$ cat src/rtl/golden_nonce_uart_tx.sv
// Golden-nonce reporter: buffers nonce strobes in a small FIFO and sends each as 8N1 UART bytes, LSB byte first.
// Define NONCE_CHECKSUM_EN to append a fifth byte holding the XOR of the four nonce bytes.
`default_nettype none

module golden_nonce_uart_tx #(
  parameter int SPEED_MHZ  = 50,
  parameter int BAUD_RATE  = 115200,
  parameter int FIFO_DEPTH = 4
) (
  input  logic        hash_clk,
  input  logic        reset,
  input  logic [31:0] golden_nonce_in,
  input  logic        golden_nonce_valid,
  output logic        uart_tx,
  output logic        busy,
  output logic        overflow
);

  localparam int DIV    = (SPEED_MHZ * 1000000) / BAUD_RATE;
  localparam int BAUD_W = $clog2(DIV + 1);
  localparam int PTR_W  = $clog2(FIFO_DEPTH);
  localparam int CNT_W  = PTR_W + 1;
`ifdef NONCE_CHECKSUM_EN
  localparam int NUM_BYTES = 5;
`else
  localparam int NUM_BYTES = 4;
`endif
  localparam int SR_W = 8 * NUM_BYTES;

  localparam logic [BAUD_W-1:0] BAUD_LAST = BAUD_W'(DIV - 1);
  localparam logic [CNT_W-1:0]  DEPTH_C   = CNT_W'(FIFO_DEPTH);
  localparam logic [2:0]        LAST_BYTE = 3'(NUM_BYTES - 1);

  typedef enum logic [2:0] {
    ST_IDLE,
    ST_LOAD,
    ST_START,
    ST_DATA,
    ST_STOP
  } state_t;

  logic [31:0]       fifo_mem [FIFO_DEPTH];
  logic [PTR_W-1:0]  wr_ptr_reg;
  logic [PTR_W-1:0]  rd_ptr_reg;
  logic [CNT_W-1:0]  count_reg;
  logic [CNT_W-1:0]  count_next;
  logic              fifo_full;
  logic              fifo_pop;
  logic              fifo_wr;
  logic              fifo_drop;

  state_t            state_reg;
  logic [BAUD_W-1:0] baud_cnt_reg;
  logic              baud_last;
  logic [2:0]        bit_idx_reg;
  logic [2:0]        byte_idx_reg;
  logic [SR_W-1:0]   shift_reg;
  logic [31:0]       head_word;
  logic [SR_W-1:0]   load_word;
  logic              frame_done;
  logic              idle_next;

  logic              uart_tx_reg;
  logic              busy_reg;
  logic              overflow_reg;

  // A full FIFO still accepts a write in the cycle the FSM pops the head.
  always_comb begin
    fifo_full  = (count_reg == DEPTH_C);
    fifo_pop   = (state_reg == ST_LOAD);
    fifo_wr    = golden_nonce_valid && (!fifo_full || fifo_pop);
    fifo_drop  = golden_nonce_valid && fifo_full && !fifo_pop;
    count_next = count_reg + CNT_W'(fifo_wr) - CNT_W'(fifo_pop);
    baud_last  = (baud_cnt_reg == BAUD_LAST);
    frame_done = (state_reg == ST_STOP) && baud_last && (byte_idx_reg == LAST_BYTE);
    idle_next  = ((state_reg == ST_IDLE) && (count_reg == '0)) || frame_done;
  end

  always_ff @(posedge hash_clk) begin
    if (fifo_wr) begin
      fifo_mem[wr_ptr_reg] <= golden_nonce_in;
    end
  end

  assign head_word = fifo_mem[rd_ptr_reg];

`ifdef NONCE_CHECKSUM_EN
  logic [7:0] head_bytes [4];
  for (genvar gi = 0; gi < 4; gi++) begin : g_head_bytes
    assign head_bytes[gi] = head_word[8*gi +: 8];
  end
  assign load_word = {head_bytes[0] ^ head_bytes[1] ^ head_bytes[2] ^ head_bytes[3], head_word};
`else
  assign load_word = head_word;
`endif

  always_ff @(posedge hash_clk) begin
    if (reset) begin
      wr_ptr_reg <= '0;
      rd_ptr_reg <= '0;
      count_reg  <= '0;
    end else begin
      if (fifo_wr) begin
        wr_ptr_reg <= wr_ptr_reg + 1'b1;
      end
      if (fifo_pop) begin
        rd_ptr_reg <= rd_ptr_reg + 1'b1;
      end
      count_reg <= count_next;
    end
  end

  // Serialiser: the data shift register moves one bit per bit period, so the
  // next byte is already in the low bits when its start bit begins.
  always_ff @(posedge hash_clk) begin
    if (reset) begin
      state_reg    <= ST_IDLE;
      baud_cnt_reg <= '0;
      bit_idx_reg  <= '0;
      byte_idx_reg <= '0;
      shift_reg    <= '0;
      uart_tx_reg  <= 1'b1;
      busy_reg     <= 1'b0;
      overflow_reg <= 1'b0;
    end else begin
      busy_reg <= (count_next != '0) || !idle_next;
      if (fifo_drop) begin
        overflow_reg <= 1'b1;
      end
      case (state_reg)
        ST_IDLE: begin
          uart_tx_reg  <= 1'b1;
          baud_cnt_reg <= '0;
          if (count_reg != '0) begin
            state_reg <= ST_LOAD;
          end
        end
        ST_LOAD: begin
          shift_reg    <= load_word;
          byte_idx_reg <= '0;
          baud_cnt_reg <= '0;
          uart_tx_reg  <= 1'b0;
          state_reg    <= ST_START;
        end
        ST_START: begin
          if (baud_last) begin
            baud_cnt_reg <= '0;
            bit_idx_reg  <= '0;
            uart_tx_reg  <= shift_reg[0];
            state_reg    <= ST_DATA;
          end else begin
            baud_cnt_reg <= baud_cnt_reg + 1'b1;
          end
        end
        ST_DATA: begin
          if (baud_last) begin
            baud_cnt_reg <= '0;
            shift_reg    <= shift_reg >> 1;
            if (bit_idx_reg == 3'd7) begin
              uart_tx_reg <= 1'b1;
              state_reg   <= ST_STOP;
            end else begin
              bit_idx_reg <= bit_idx_reg + 3'd1;
              uart_tx_reg <= shift_reg[1];
            end
          end else begin
            baud_cnt_reg <= baud_cnt_reg + 1'b1;
          end
        end
        ST_STOP: begin
          if (baud_last) begin
            baud_cnt_reg <= '0;
            if (byte_idx_reg == LAST_BYTE) begin
              state_reg <= ST_IDLE;
            end else begin
              byte_idx_reg <= byte_idx_reg + 3'd1;
              uart_tx_reg  <= 1'b0;
              state_reg    <= ST_START;
            end
          end else begin
            baud_cnt_reg <= baud_cnt_reg + 1'b1;
          end
        end
        default: begin
          uart_tx_reg <= 1'b1;
          state_reg   <= ST_IDLE;
        end
      endcase
    end
  end

  assign uart_tx  = uart_tx_reg;
  assign busy     = busy_reg;
  assign overflow = overflow_reg;

endmodule

`default_nettype wire

$ cat config.mk
export PLATFORM = sky130hd
export DESIGN_NAME = golden_nonce_uart_tx
export DESIGN_NICKNAME = d
export VERILOG_FILES = /design/src/rtl/golden_nonce_uart_tx.sv
export SDC_FILE = /design/constraint.sdc
export NUM_CORES = 1
export LEC_CHECK = 0
export CAP_MARGIN = 25
export CORE_ASPECT_RATIO = 0.5
export CORE_MARGIN = 3
export CORE_UTILIZATION = 60
export DETAILED_ROUTE_END_ITERATION = 12
export PLACE_DENSITY_LB_ADDON = 0.25
export SYNTH_ARGS = -nofsm -noshare
export SYNTH_HDL_FRONTEND = slang
export SYNTH_SLANG_ARGS = --single-unit
export TNS_END_PERCENT = 20
$ cat constraint.sdc
create_clock -name hash_clk -period 3.3 [get_ports hash_clk]
set_input_delay 0.33 -clock hash_clk [delete_from_list [all_inputs] [get_ports hash_clk]]
set_output_delay 0.33 -clock hash_clk [all_outputs]
set_load 0.005 [all_outputs]
==> impl_summary.md, run 1 <==
Final layout
In the final layout, the share of cells above drive strength 1 is 0.160. The antenna cell count is 0. In the layout the commonest cells are 128 x sky130_fd_sc_hd__edfxtp_1, 60 x sky130_fd_sc_hd__dfxtp_1, 49 x sky130_fd_sc_hd__nor2_1, 48 x sky130_fd_sc_hd__a21oi_1, 37 x sky130_fd_sc_hd__clkdlybuf4s50_1. The number of fill cells in the layout is 793. The area taken by flip-flops and latches is 0.00509 mm². The register with the most flip-flops in the layout has 128 of them. The final core area utilization is 0.730. The final layout net count is 629.

From synthesis to final layout, the design area changed by 14.6%. The total area of multi-input combinational cells is 0.00249 mm². Leaving out fill and tap cells, the most frequent cell in the layout is sky130_fd_sc_hd__edfxtp_1.

Placement
Port buffering added 37 buffers. The final estimated routing congestion in global placement is 0.851. The worst setup slack after placement is 624 ps.

The placed wire-length estimate is 9140 µm.

Clocking
The tree built by TritonCTS fans out to 190 sinks. After clock tree synthesis, the clock-pin slew on the worst setup and hold paths is 70 ps. The TritonCTS buffer count is 17. The clock tree root driver cell is sky130_fd_sc_hd__clkbuf_16. The clock latency on the worst-skew pair is 420 ps. Once the clock tree was built, the setup fixing pass inserted 0 buffers.

TritonCTS built the clock tree. Gates resized during post-CTS repair numbered 0. The number of hold buffers added after CTS is 0. The clock passes through at most 2 buffers.

The deepest level of the CTS H-tree is 4.

Floorplan
The region available for standard cell placement spans 0.0123 mm². The overall die width is 167 µm. The number of placement rows is 28. The initial cell density of the core is 0.637. The floorplan step defined a die boundary enclosing 0.0145 mm². In this run the count of I/O pins placed on the die edge is 38. The y dimension of the die is 86.7 µm.

Timing
Measured against its own limit, the worst slew margin works out to 0.464. The setup clock skew after layout is 10.7 ps. The number of setup violations in the final report is 0. The worst-margin pin slew is 804 ps. The number of slew-limit violations in the final report is 0. The final cycle utilization of the critical path is 0.829. The time the final worst path needs with I/O delays and setup is 2730 ps. Setup repair after global routing left no endpoint under its margin. The final worst-path setup slack is 565 ps.

The final hold slack is 463 ps. The final count of hold timing violations is 0. In the final timing run, aggregate negative setup slack is 0 ps. The fmax is 366 MHz.

Pwr
Of the total power, the clock network draws 0.298. Of the total power, the share spent switching nets is 0.302. IR analysis of the VDD net gives a maximum drop of 438 µV. The final total power is 6850 µW. The share of total power dissipated in sequential elements is 0.455. Cell internal power was estimated by the tool at 4780 µW. The power density over the cells is 765 mW/mm². For this design the static power due to leakage is 0.00292 µW. The share of total power dissipated in combinational logic is 0.247.

The power dissipated by switching net loads is 2060 µW.

Critical path
In this run the worst path has a maximum fanout of 16. The startpoint identified for the worst register-to-register timing path is state_reg[2]. The worst path arrival time is 3040 ps. The worst setup path is captured at a flip-flop.

The endpoint of the lowest-slack register-to-register path is busy. For the worst flop-to-flop path, the logic depth is 10. The type of element launching the critical path is a flip-flop. The slack of the worst reg-to-reg path is 570 ps.

The critical path is of the reg -> reg type. At the worst endpoint, the required time is 3600 ps.

Synth
Of the post-synthesis cell area, the dominant cell type holds 0.492. By area the synthesized netlist is led by sky130_fd_sc_hd__edfxtp_1 49%, sky130_fd_sc_hd__dfxtp_1 16%, sky130_fd_sc_hd__mux4_2 9.2%. The share of the yosys chip area belonging to registers is 0.651. The mean area per synthesized cell is 14.3 µm².

In the synthesized netlist the dominant register cell turns out to be sky130_fd_sc_hd__edfxtp_1. Synthesis produced a netlist with a net count of 594. For this run, the number of Yosys warnings is 0. The post-synthesis sequential element count is 190. The count of cell types in the netlist is 51.

In the synthesized netlist, the number of instances is 546. The cell area after technology mapping is 0.00781 mm². The share of synthesized registers carrying an async set or reset is 0.

Of all cell types, the one taking the most synthesized area is sky130_fd_sc_hd__edfxtp_1. Counting flops with a built-in enable in the synthesized netlist gives 128.

Min path
The number of cells traversed by the worst hold path is 2. The path with the worst hold slack has its endpoint at overflow. The classification of the worst-slack hold path is reg -> reg. The start point of the worst min-delay path is overflow.

Drt
The remaining antenna violation count is 0. The aggregate routed wire length is 15100 µm. The number of DRC markers after the initial detailed-route iteration is 635. The pre-antenna-repair detailed-routing pass consisted of 7 iterations. After detailed routing, the number of vias per cell comes to 6.24. The DRC violation count after routing is 0. In the final routed layout, each cell accounts on average for 19.9 µm. The via count of the routed design is 4734.

Global route
Entering global routing, the biggest net connects 81 pins. The wire length of the first global-routing pass is 24900 µm. The initial antenna violation count is 0. The number of global-route vias before repair is 4777. The overall overflow remaining after global route is 0. The all-layer global routing usage is 0.223.

Run status
The run finished with clean final reports.

Flow run
The tool flagged a number of max-cap violations equal to 0.
## final cells by class
type	instances	share of cell area
clock buffer	17	0.0475
timing repair buffer	54	0.0584
multi-input combinational	303	0.278
tap	165	0.0231
clock inverter	15	0.0183
sequential	190	0.568
inverter	15	0.00629
## cells in the mapped netlist, types with 5 or more instances
cell	instances
sky130_fd_sc_hd__clkbuf_1	18
sky130_fd_sc_hd__inv_1	14
sky130_fd_sc_hd__o21ai_0	5
sky130_fd_sc_hd__nand2_1	16
sky130_fd_sc_hd__mux4_2	32
sky130_fd_sc_hd__dfxtp_1	62
sky130_fd_sc_hd__nor2_1	50
sky130_fd_sc_hd__o221a_1	30
sky130_fd_sc_hd__nand3_1	7
sky130_fd_sc_hd__buf_2	10
sky130_fd_sc_hd__nor3_1	34
sky130_fd_sc_hd__edfxtp_1	128
sky130_fd_sc_hd__ha_1	12
sky130_fd_sc_hd__buf_1	6
sky130_fd_sc_hd__xnor2_1	6
sky130_fd_sc_hd__a21oi_1	48
## worst max-delay path by stage
stage                       from    to  slack (ps)  cells after the start
floorplan           state_reg[2]  busy         820                     11
global placement    state_reg[0]  busy         730                     11
detailed placement  state_reg[2]  busy         620                     10
CTS                 state_reg[2]  busy         610                     10
global route        state_reg[2]  busy         450                     10
finish              state_reg[2]  busy         570                     10
## critical path, stage by stage, from the launching register on
cell                      delay [ps]
sky130_fd_sc_hd__dfxtp_1         480
sky130_fd_sc_hd__nor3b_2         480
sky130_fd_sc_hd__o41a_2          270
sky130_fd_sc_hd__inv_2            50
sky130_fd_sc_hd__ha_1            270
sky130_fd_sc_hd__inv_1            40
sky130_fd_sc_hd__ha_1            190
sky130_fd_sc_hd__fa_1            380
sky130_fd_sc_hd__xnor2_1         180
sky130_fd_sc_hd__xnor2_1         160
sky130_fd_sc_hd__a31oi_1         110
## cell families after synthesis
| family | after synthesis | share of synthesized area |
|---|---|---|
| buf+inv | 53 | 0.0304 |
| mux | 32 | 0.0922 |
| simple gates | 145 | 0.0954 |
| xor+xnor | 10 | 0.0112 |
| flops | 190 | 0.651 |
| compound gates | 103 | 0.0980 |
| fa+ha+maj | 13 | 0.0218 |
## through the flow
| step | area [µm²] | instances |
|---|---|---|
| global placement | 8370 | 727 |
| global route | 8950 | 759 |
| CTS | 8950 | 759 |
| detailed placement | 8370 | 727 |
| finish | 8950 | 759 |
| floorplan | 7810 | 546 |
## metal layers
metal | track usage | vias up | part of all wire | wire [µm]
li1 | - | 2198 | - | -
met1 | 0.325 | 2347 | 0.46 | 6980
met2 | 0.346 | 168 | 0.46 | 6910
met3 | 0.0428 | 21 | 0.066 | 996
met4 | 0.0750 | 0 | 0.015 | 221
met5 | 0 | - | 0 | 0
## power by group through the flow
stage	Combinational, µW	Sequential (µW)	Clock, µW
after floorplan	1320	3090	0
after global placement	1630	3150	0
after detailed placement	1680	3160	0
after CTS	1700	3120	2070
after global routing	1870	3160	2170
final	1690	3120	2040
(Power assumes the default switching activity.)
==> run 2: changes to the inputs <==
==> constraint.sdc (replaced) <==
create_clock -name hash_clk -period 2.8 [get_ports hash_clk]
set_input_delay 0.28 -clock hash_clk [delete_from_list [all_inputs] [get_ports hash_clk]]
set_output_delay 0.28 -clock hash_clk [all_outputs]
set_load 0.005 [all_outputs]
==> impl_summary.md, run 2 (synthesis results as in run 1) <==
Clocking
The CTS sink count is 190 (unchanged). The clock tree root driver cell is sky130_fd_sc_hd__clkbuf_16 (unchanged). The post-CTS setup buffer count is 0 (unchanged). The clock latency on the worst-skew pair was 420 ps (about the same). The number of hold buffers added after CTS is 0 (unchanged). The TritonCTS buffer count came to 17 (unchanged). The deepest level of the CTS H-tree came to 4 (unchanged).

The TritonCTS clock tree is yes (unchanged). The number of buffers on the longest clock path is 2 (unchanged). The post-cts gate resize count is 0 (unchanged). The clock slew seen by the registers of the worst setup and hold paths is 70 ps (about the same).

Timing
The setup clock skew after layout is 14.0 ps (was 10.7 ps). The worst-margin pin slew is 790 ps (was 804 ps). The number of slew-limit violations in the final report is 0 (unchanged).

The final count of hold timing violations is 0 (unchanged). The worst slew slack as a fraction of its limit was 0.474 (was 0.464). The time the final worst path needs with I/O delays and setup is 2330 ps (was 2730 ps). The final-layout setup total negative slack was 0 ps (unchanged). The fmax is 429 MHz (was 366 MHz). The number of setup violations in the final report came to 0 (unchanged).

RSZ-0062 raised after global routing: false (unchanged). The final cycle utilization of the critical path is 0.833 (was 0.829).

Global route
The number of global-route vias before repair is 4710 (was 4777). The initial antenna violation count is 0 (unchanged). The largest net degree at the start of global routing was 81 (unchanged). The wire length of the first global-routing pass was 24900 µm (about the same). The all-layer global routing usage is 0.222 (was 0.223). The overall overflow remaining after global route is 0 (unchanged).

Drt
The aggregate routed wire length is 15200 µm (was 15100 µm). The number of optimization iterations in the first detailed-route pass is 6 (was 7). The DRC violation count after routing is 0 (unchanged).

The average wire per standard cell was 20.1 µm (was 19.9 µm). The via count of the routed design came to 4710 (was 4734). The remaining antenna violation count was 0 (unchanged). The mean number of vias per cell is 6.21 (was 6.24). The number of DRC markers after the initial detailed-route iteration is 572 (was 635).

Floorplan
The y dimension of the die is 86.7 µm (unchanged). The I/O pin count is 38 (unchanged). The area enclosed by the die boundary is 0.0145 mm² (unchanged). The core region area is 0.0123 mm² (unchanged). The number of placement rows is 28 (unchanged). The overall die width is 167 µm (unchanged). The initial cell density of the core is 0.637 (unchanged).

Min path
The classification of the worst-slack hold path is reg -> reg (unchanged).

Placement
The quantity of I/O buffers inserted on ports was 37 (unchanged). The placed wire-length estimate came to 9020 µm (was 9140 µm). The placed cell area is 0.00839 mm² (was 0.00837 mm²). The final estimated routing congestion in global placement was 0.859 (was 0.851).

Pwr
The leakage power figure is 0.00294 µW (was 0.00292 µW). The power density over the cells is 912 mW/mm² (was 765 mW/mm²). The worst voltage drop across the vdd grid is 542 µV (was 438 µV).

Critical path
The data required time of the critical path is 3100 ps (was 3600 ps). The category of cells accounting for the largest share of critical-path delay is adder cells (unchanged). The path type of the worst setup path is reg -> reg (unchanged). The slowest cell on the critical path is sky130_fd_sc_hd__o41a_2 (was sky130_fd_sc_hd__dfxtp_1).

The worst path buffer plus inverter count was 3 (was 2). CP cell instances: inv_1 > o41a_2 > inv_2 > ha_1 > inv_1 > ha_1 > fa_1 > xnor2_1 > xnor2_1 > a31oi_1 (was nor3b_2 > o41a_2 > inv_2 > ha_1 > inv_1 > ha_1 > fa_1 > xnor2_1 > xnor2_1 > a31oi_1). The category of the worst setup path capture point is a flip-flop (unchanged). The top fanout value on the critical path is 7 (was 16). The maximum cell stage delay along the critical path is 500 ps (was 480 ps). The type of element launching the critical path is a flip-flop (unchanged). The worst path arrival time is 2630 ps (was 3040 ps).

Final layout
The most frequent standard cell in the layout excluding fill and tap cells is sky130_fd_sc_hd__edfxtp_1 (unchanged). The number of fill cells in the layout is 794 (was 793). The final layout net count is 629 (unchanged). The layout-stage area growth over the synthesis result is 15.4% (was 14.6%). The ratio of cells with drive above 1 in the final layout came to 0.159 (was 0.160). Commonest cells after routing, fill and taps aside: 128 x sky130_fd_sc_hd__edfxtp_1, 60 x sky130_fd_sc_hd__dfxtp_1, 49 x sky130_fd_sc_hd__nor2_1, 48 x sky130_fd_sc_hd__a21oi_1, 37 x sky130_fd_sc_hd__clkdlybuf4s50_1 (unchanged).

The antenna cell count is 0 (unchanged). The number of flip-flops under the largest register name was 128 (unchanged). The final instance area is 0.00902 mm² (was 0.00895 mm²).

Run status
Result of the run: finished, final reports clean (unchanged).

Flow run
The count of maximum capacitance violations was 0 (unchanged).
[run 2: cell count changes in the layout (fill, tap and decap cells not counted)]
cell                        before  now
sky130_fd_sc_hd__clkinv_8        1    4
sky130_fd_sc_hd__buf_12          2    4
sky130_fd_sc_hd__buf_4          15   13
sky130_fd_sc_hd__clkinv_2        2    0
sky130_fd_sc_hd__inv_8           5    3
sky130_fd_sc_hd__bufinv_16       1    2
sky130_fd_sc_hd__inv_6           4    3
[run 2: report_power, final]
group,leakage [µW],switching (µW),internal (µW),total (µW)
logic,0.000957,1150,937,2090
clock network,0.000301,1130,1370,2500
registers,0.00168,199,3440,3640
[run 2: final cells by class]
cell class	instances	area [µm²]	share of cell area
sequential	190	5090	0.564
multi-input combinational	303	2490	0.276
timing repair buffer	54	548	0.0608
clock buffer	17	425	0.0472
tap	165	206	0.0229
clock inverter	14	201	0.0223
inverter	15	56.3	0.00624
[run 2: layer usage]
metal,up-vias,wire (µm),part of all wire,global-route usage
li1,2186,-,-,-
met4,0,75,0.0049,0.0668
met2,153,7170,0.47,0.346
met3,7,820,0.054,0.0433
met5,-,0,0,0
met1,2364,7160,0.47,0.324
[run 2: worst register-to-register path, cell delays in order (launching register included)]
cell and delay [ps]:
sky130_fd_sc_hd__dfxtp_1 410, sky130_fd_sc_hd__inv_1 60, sky130_fd_sc_hd__o41a_2 500, sky130_fd_sc_hd__inv_2 80, sky130_fd_sc_hd__ha_1 130, sky130_fd_sc_hd__inv_1 50
sky130_fd_sc_hd__ha_1 180, sky130_fd_sc_hd__fa_1 380, sky130_fd_sc_hd__xnor2_1 170, sky130_fd_sc_hd__xnor2_1 150, sky130_fd_sc_hd__a31oi_1 90
[run 2: final timing paths]
kind                            depth (start not counted)    startpoint        to  slack [ps]
worst max-delay path                                   10  count_reg[2]      busy         470
worst max register to register                         10  count_reg[2]      busy         470
worst min-delay path                                    2      overflow  overflow         450
worst min register to register                          2      overflow  overflow         450
[run 2: through the flow]
stage          hold WS, ps  setup slack, ps  utilization  std cells  power [µW]
2_1_floorplan          352              320            -        546        5190
3_3_place_gp           439              353        0.684        727        5670
3_5_place_dp           446              293        0.684        727        5750
4_1_cts                454              452        0.735        758        8250
5_1_grt                485              337        0.735        758        8600
6_report               449              469        0.735        758        8230
==> run 3: changes to the inputs <==
--- a/config.mk
+++ b/config.mk
@@ -8,7 +8,7 @@
 export CAP_MARGIN = 25
 export CORE_ASPECT_RATIO = 0.5
 export CORE_MARGIN = 3
-export CORE_UTILIZATION = 60
+export CORE_UTILIZATION = 54
 export DETAILED_ROUTE_END_ITERATION = 12
 export PLACE_DENSITY_LB_ADDON = 0.25
 export SYNTH_ARGS = -nofsm -noshare
==> constraint.sdc (replaced) <==
create_clock -name hash_clk -period 1.9 [get_ports hash_clk]
set_input_delay 0.19 -clock hash_clk [delete_from_list [all_inputs] [get_ports hash_clk]]
set_output_delay 0.19 -clock hash_clk [all_outputs]
set_load 0.005 [all_outputs]
==> impl_summary.md, run 3 (synthesis results as in run 1) <==
Final layout
The final layout net count is 671 (was 629). The final core area utilization is 0.689 (was 0.735). The antenna cell count is 0 (unchanged). The area taken by flip-flops and latches is 0.00509 mm² (about the same).

The number of fill cells in the layout came to 926 (was 794). The most frequent standard cell in the layout excluding fill and tap cells is sky130_fd_sc_hd__edfxtp_1 (unchanged). The total area of multi-input combinational cells is 0.00256 mm² (was 0.00249 mm²). The filler-free cell count of the finished design was 828 (was 758). Commonest cells after routing, fill and taps aside: 128 x sky130_fd_sc_hd__edfxtp_1, 57 x sky130_fd_sc_hd__dfxtp_1, 49 x sky130_fd_sc_hd__nor2_1, 47 x sky130_fd_sc_hd__a21oi_1, 46 x sky130_fd_sc_hd__buf_4 (was 128 x sky130_fd_sc_hd__edfxtp_1, 60 x sky130_fd_sc_hd__dfxtp_1, 49 x sky130_fd_sc_hd__nor2_1, 48 x sky130_fd_sc_hd__a21oi_1, 37 x sky130_fd_sc_hd__clkdlybuf4s50_1).

The ratio of cells with drive above 1 in the final layout is 0.234 (was 0.159). The layout-stage area growth over the synthesis result is 22.2% (was 15.4%). The number of flip-flops under the largest register name came to 128 (unchanged).

Global route
The all-layer global routing usage is 0.208 (was 0.222). The number of global-route vias before repair is 4923 (was 4710). The initial antenna violation count is 0 (unchanged). The wire length of the first global-routing pass was 26000 µm (was 24900 µm). The overall overflow remaining after global route is 0 (unchanged).

The largest net degree at the start of global routing is 54 (was 81).

Placement
The cell total after placement is 787 (was 727). The final estimated routing congestion in global placement came to 0.833 (was 0.859). The placed wire-length estimate is 9850 µm (was 9020 µm). The worst setup slack after placement is -376 ps (was 293 ps). The quantity of I/O buffers inserted on ports was 37 (unchanged).

Timing
The worst slew slack as a fraction of its limit was 0.673 (was 0.474). The number of setup violations in the final report is 4 (was 0). The fmax is 473 MHz (was 429 MHz).

The final count of hold timing violations is 0 (unchanged). The worst-margin pin slew is 486 ps (was 790 ps). The setup clock skew after layout was 7.38 ps (was 14.0 ps). The number of slew-limit violations in the final report is 0 (unchanged). The time the final worst path needs with I/O delays and setup is 2110 ps (was 2330 ps). RSZ-0062 raised after global routing: true (was false).

The final cycle utilization of the critical path was 1.11 (was 0.833). The final worst-path setup slack is -214 ps (was 469 ps). The final-layout setup total negative slack was -455 ps (was 0 ps).

Flow run
The count of maximum capacitance violations is 0 (unchanged).

Min path
The classification of the worst-slack hold path is in -> reg (was reg -> reg). The start point of the worst min-delay path is golden_nonce_in[7] (was overflow).

Clocking
The clock tree root driver cell is sky130_fd_sc_hd__clkbuf_16 (unchanged). The TritonCTS clock tree is yes (unchanged). The clock slew seen by the registers of the worst setup and hold paths came to 70 ps (about the same). The deepest level of the CTS H-tree is 4 (unchanged).

The clock latency on the worst-skew pair is 420 ps (about the same). The TritonCTS buffer count was 17 (unchanged). The number of hold buffers added after CTS is 0 (unchanged). The number of buffers on the longest clock path is 2 (unchanged). The CTS sink count was 190 (unchanged).

Drt
The DRC violation count after routing is 0 (unchanged). The aggregate routed wire length is 15800 µm (was 15200 µm). The remaining antenna violation count is 0 (unchanged). The average wire per standard cell is 19.1 µm (was 20.1 µm).

The number of DRC markers after the initial detailed-route iteration was 497 (was 572). The via count of the routed design came to 4885 (was 4710). The mean number of vias per cell is 5.90 (was 6.21). The number of optimization iterations in the first detailed-route pass is 5 (was 6).

Critical path
The data required time of the critical path is 2200 ps (was 3100 ps). The maximum cell stage delay along the critical path is 380 ps (was 500 ps). CP cell instances: nor3b_4 > o41a_4 > inv_4 > ha_4 > inv_4 > ha_4 > fa_2 > xnor2_2 > xnor2_1 > a31oi_1 (was inv_1 > o41a_2 > inv_2 > ha_1 > inv_1 > ha_1 > fa_1 > xnor2_1 > xnor2_1 > a31oi_1). The slowest cell on the critical path is sky130_fd_sc_hd__o41a_4 (was sky130_fd_sc_hd__o41a_2). The worst path arrival time is 2420 ps (was 2630 ps). The worst reg-to-reg path cell count is 10 (unchanged). The type of element launching the critical path is a flip-flop (unchanged). The origin of the critical flop-to-flop path is state_reg[0] (was count_reg[2]). The endpoint of the lowest-slack register-to-register path is busy (unchanged). The top fanout value on the critical path is 2 (was 7). The slack of the worst reg-to-reg path is -210 ps (was 470 ps). The path type of the worst setup path is reg -> reg (unchanged). The category of the worst setup path capture point is a flip-flop (unchanged). The last element of the critical path is busy (unchanged). The startpoint of the most critical setup path was state_reg[0] (was count_reg[2]).

Floorplan
The number of placement rows came to 30 (was 28). The core region area is 0.0139 mm² (was 0.0123 mm²). The initial cell density of the core is 0.564 (was 0.637).

The y dimension of the die is 91.1 µm (was 86.7 µm). The area enclosed by the die boundary is 0.0160 mm² (was 0.0145 mm²). The overall die width is 176 µm (was 167 µm). The I/O pin count is 38 (unchanged).

Pwr
The power density over the cells is 1340 mW/mm² (was 912 mW/mm²). The final total power is 12800 µW (was 8230 µW). The leakage power figure came to 0.00318 µW (was 0.00294 µW).

The worst voltage drop across the vdd grid is 642 µV (was 542 µV).

Run status
The final reports fail on setup timing. Result of the run: complete, but fails checks (was finished, final reports clean).
[run 3: cell types whose count changed in the layout (fill, tap and decap cells not counted), moves of 3 or more]
cell and delta:
sky130_fd_sc_hd__buf_12 +6, sky130_fd_sc_hd__buf_4 +33, sky130_fd_sc_hd__buf_6 +3, sky130_fd_sc_hd__clkinv_8 -4, sky130_fd_sc_hd__clkinvlp_4 +3, sky130_fd_sc_hd__dfxtp_1 -3
sky130_fd_sc_hd__dfxtp_2 +3
[run 3: metrics by stage]
step / hold slack (ps) / instance area, µm²
2_1_floorplan: 262 / 7850
3_3_place_gp: 440 / 8780
3_5_place_dp: 459 / 8780
4_1_cts: 384 / 9530
5_1_grt: 385 / 9550
6_report: 396 / 9550
[run 3: final cells by class]
type / count / share of cell area
clock buffer: 18 / 0.0460
tap: 192 / 0.0252
clock inverter: 14 / 0.0215
timing repair buffer: 96 / 0.0995
multi-input combinational: 303 / 0.268
sequential: 190 / 0.533
inverter: 15 / 0.00642
[run 3: worst min-delay path by stage]
stage / slack (ps) / endpoint / cells past startpoint
floorplan: 260 / count_reg[1] / 1
global placement: 440 / overflow / 2
detailed placement: 460 / overflow / 2
CTS: 380 / fifo_mem[3][7] / 1
global route: 380 / fifo_mem[1][8] / 1
finish: 400 / fifo_mem[3][7] / 1
[run 3: power breakdown]
| part | switching, µW | internal [µW] |
|---|---|---|
| Combinational | 1830 | 1760 |
| Sequential | 287 | 5080 |
| Clock | 1550 | 2270 |
[run 3: timing repair]
action | 4_1_cts | 5_1_grt
resized for setup | 10 | 3
hold endpoints to repair | 0 | 0
endpoints found under the setup margin | 4 | 29
buffers inserted | 8 | 1
pin swaps | 8 | 3
[run 3: critical path, delay by kind of cell, from the launching register on]
family | cells | cell delay, ps
DFF | 1 | 320
and+or+nand+nor | 1 | 150
AOI/OAI and AO/OA | 2 | 470
xor gates and xnor gates | 2 | 330
buffers and inverters | 2 | 110
adders and majority gates | 3 | 630
[run 3: layer usage]
layer | global-route usage | wire (µm)
met3 | 0.0393 | 834
met2 | 0.318 | 7430
met1 | 0.307 | 7370
met4 | 0.0592 | 199
met5 | 0 | 0
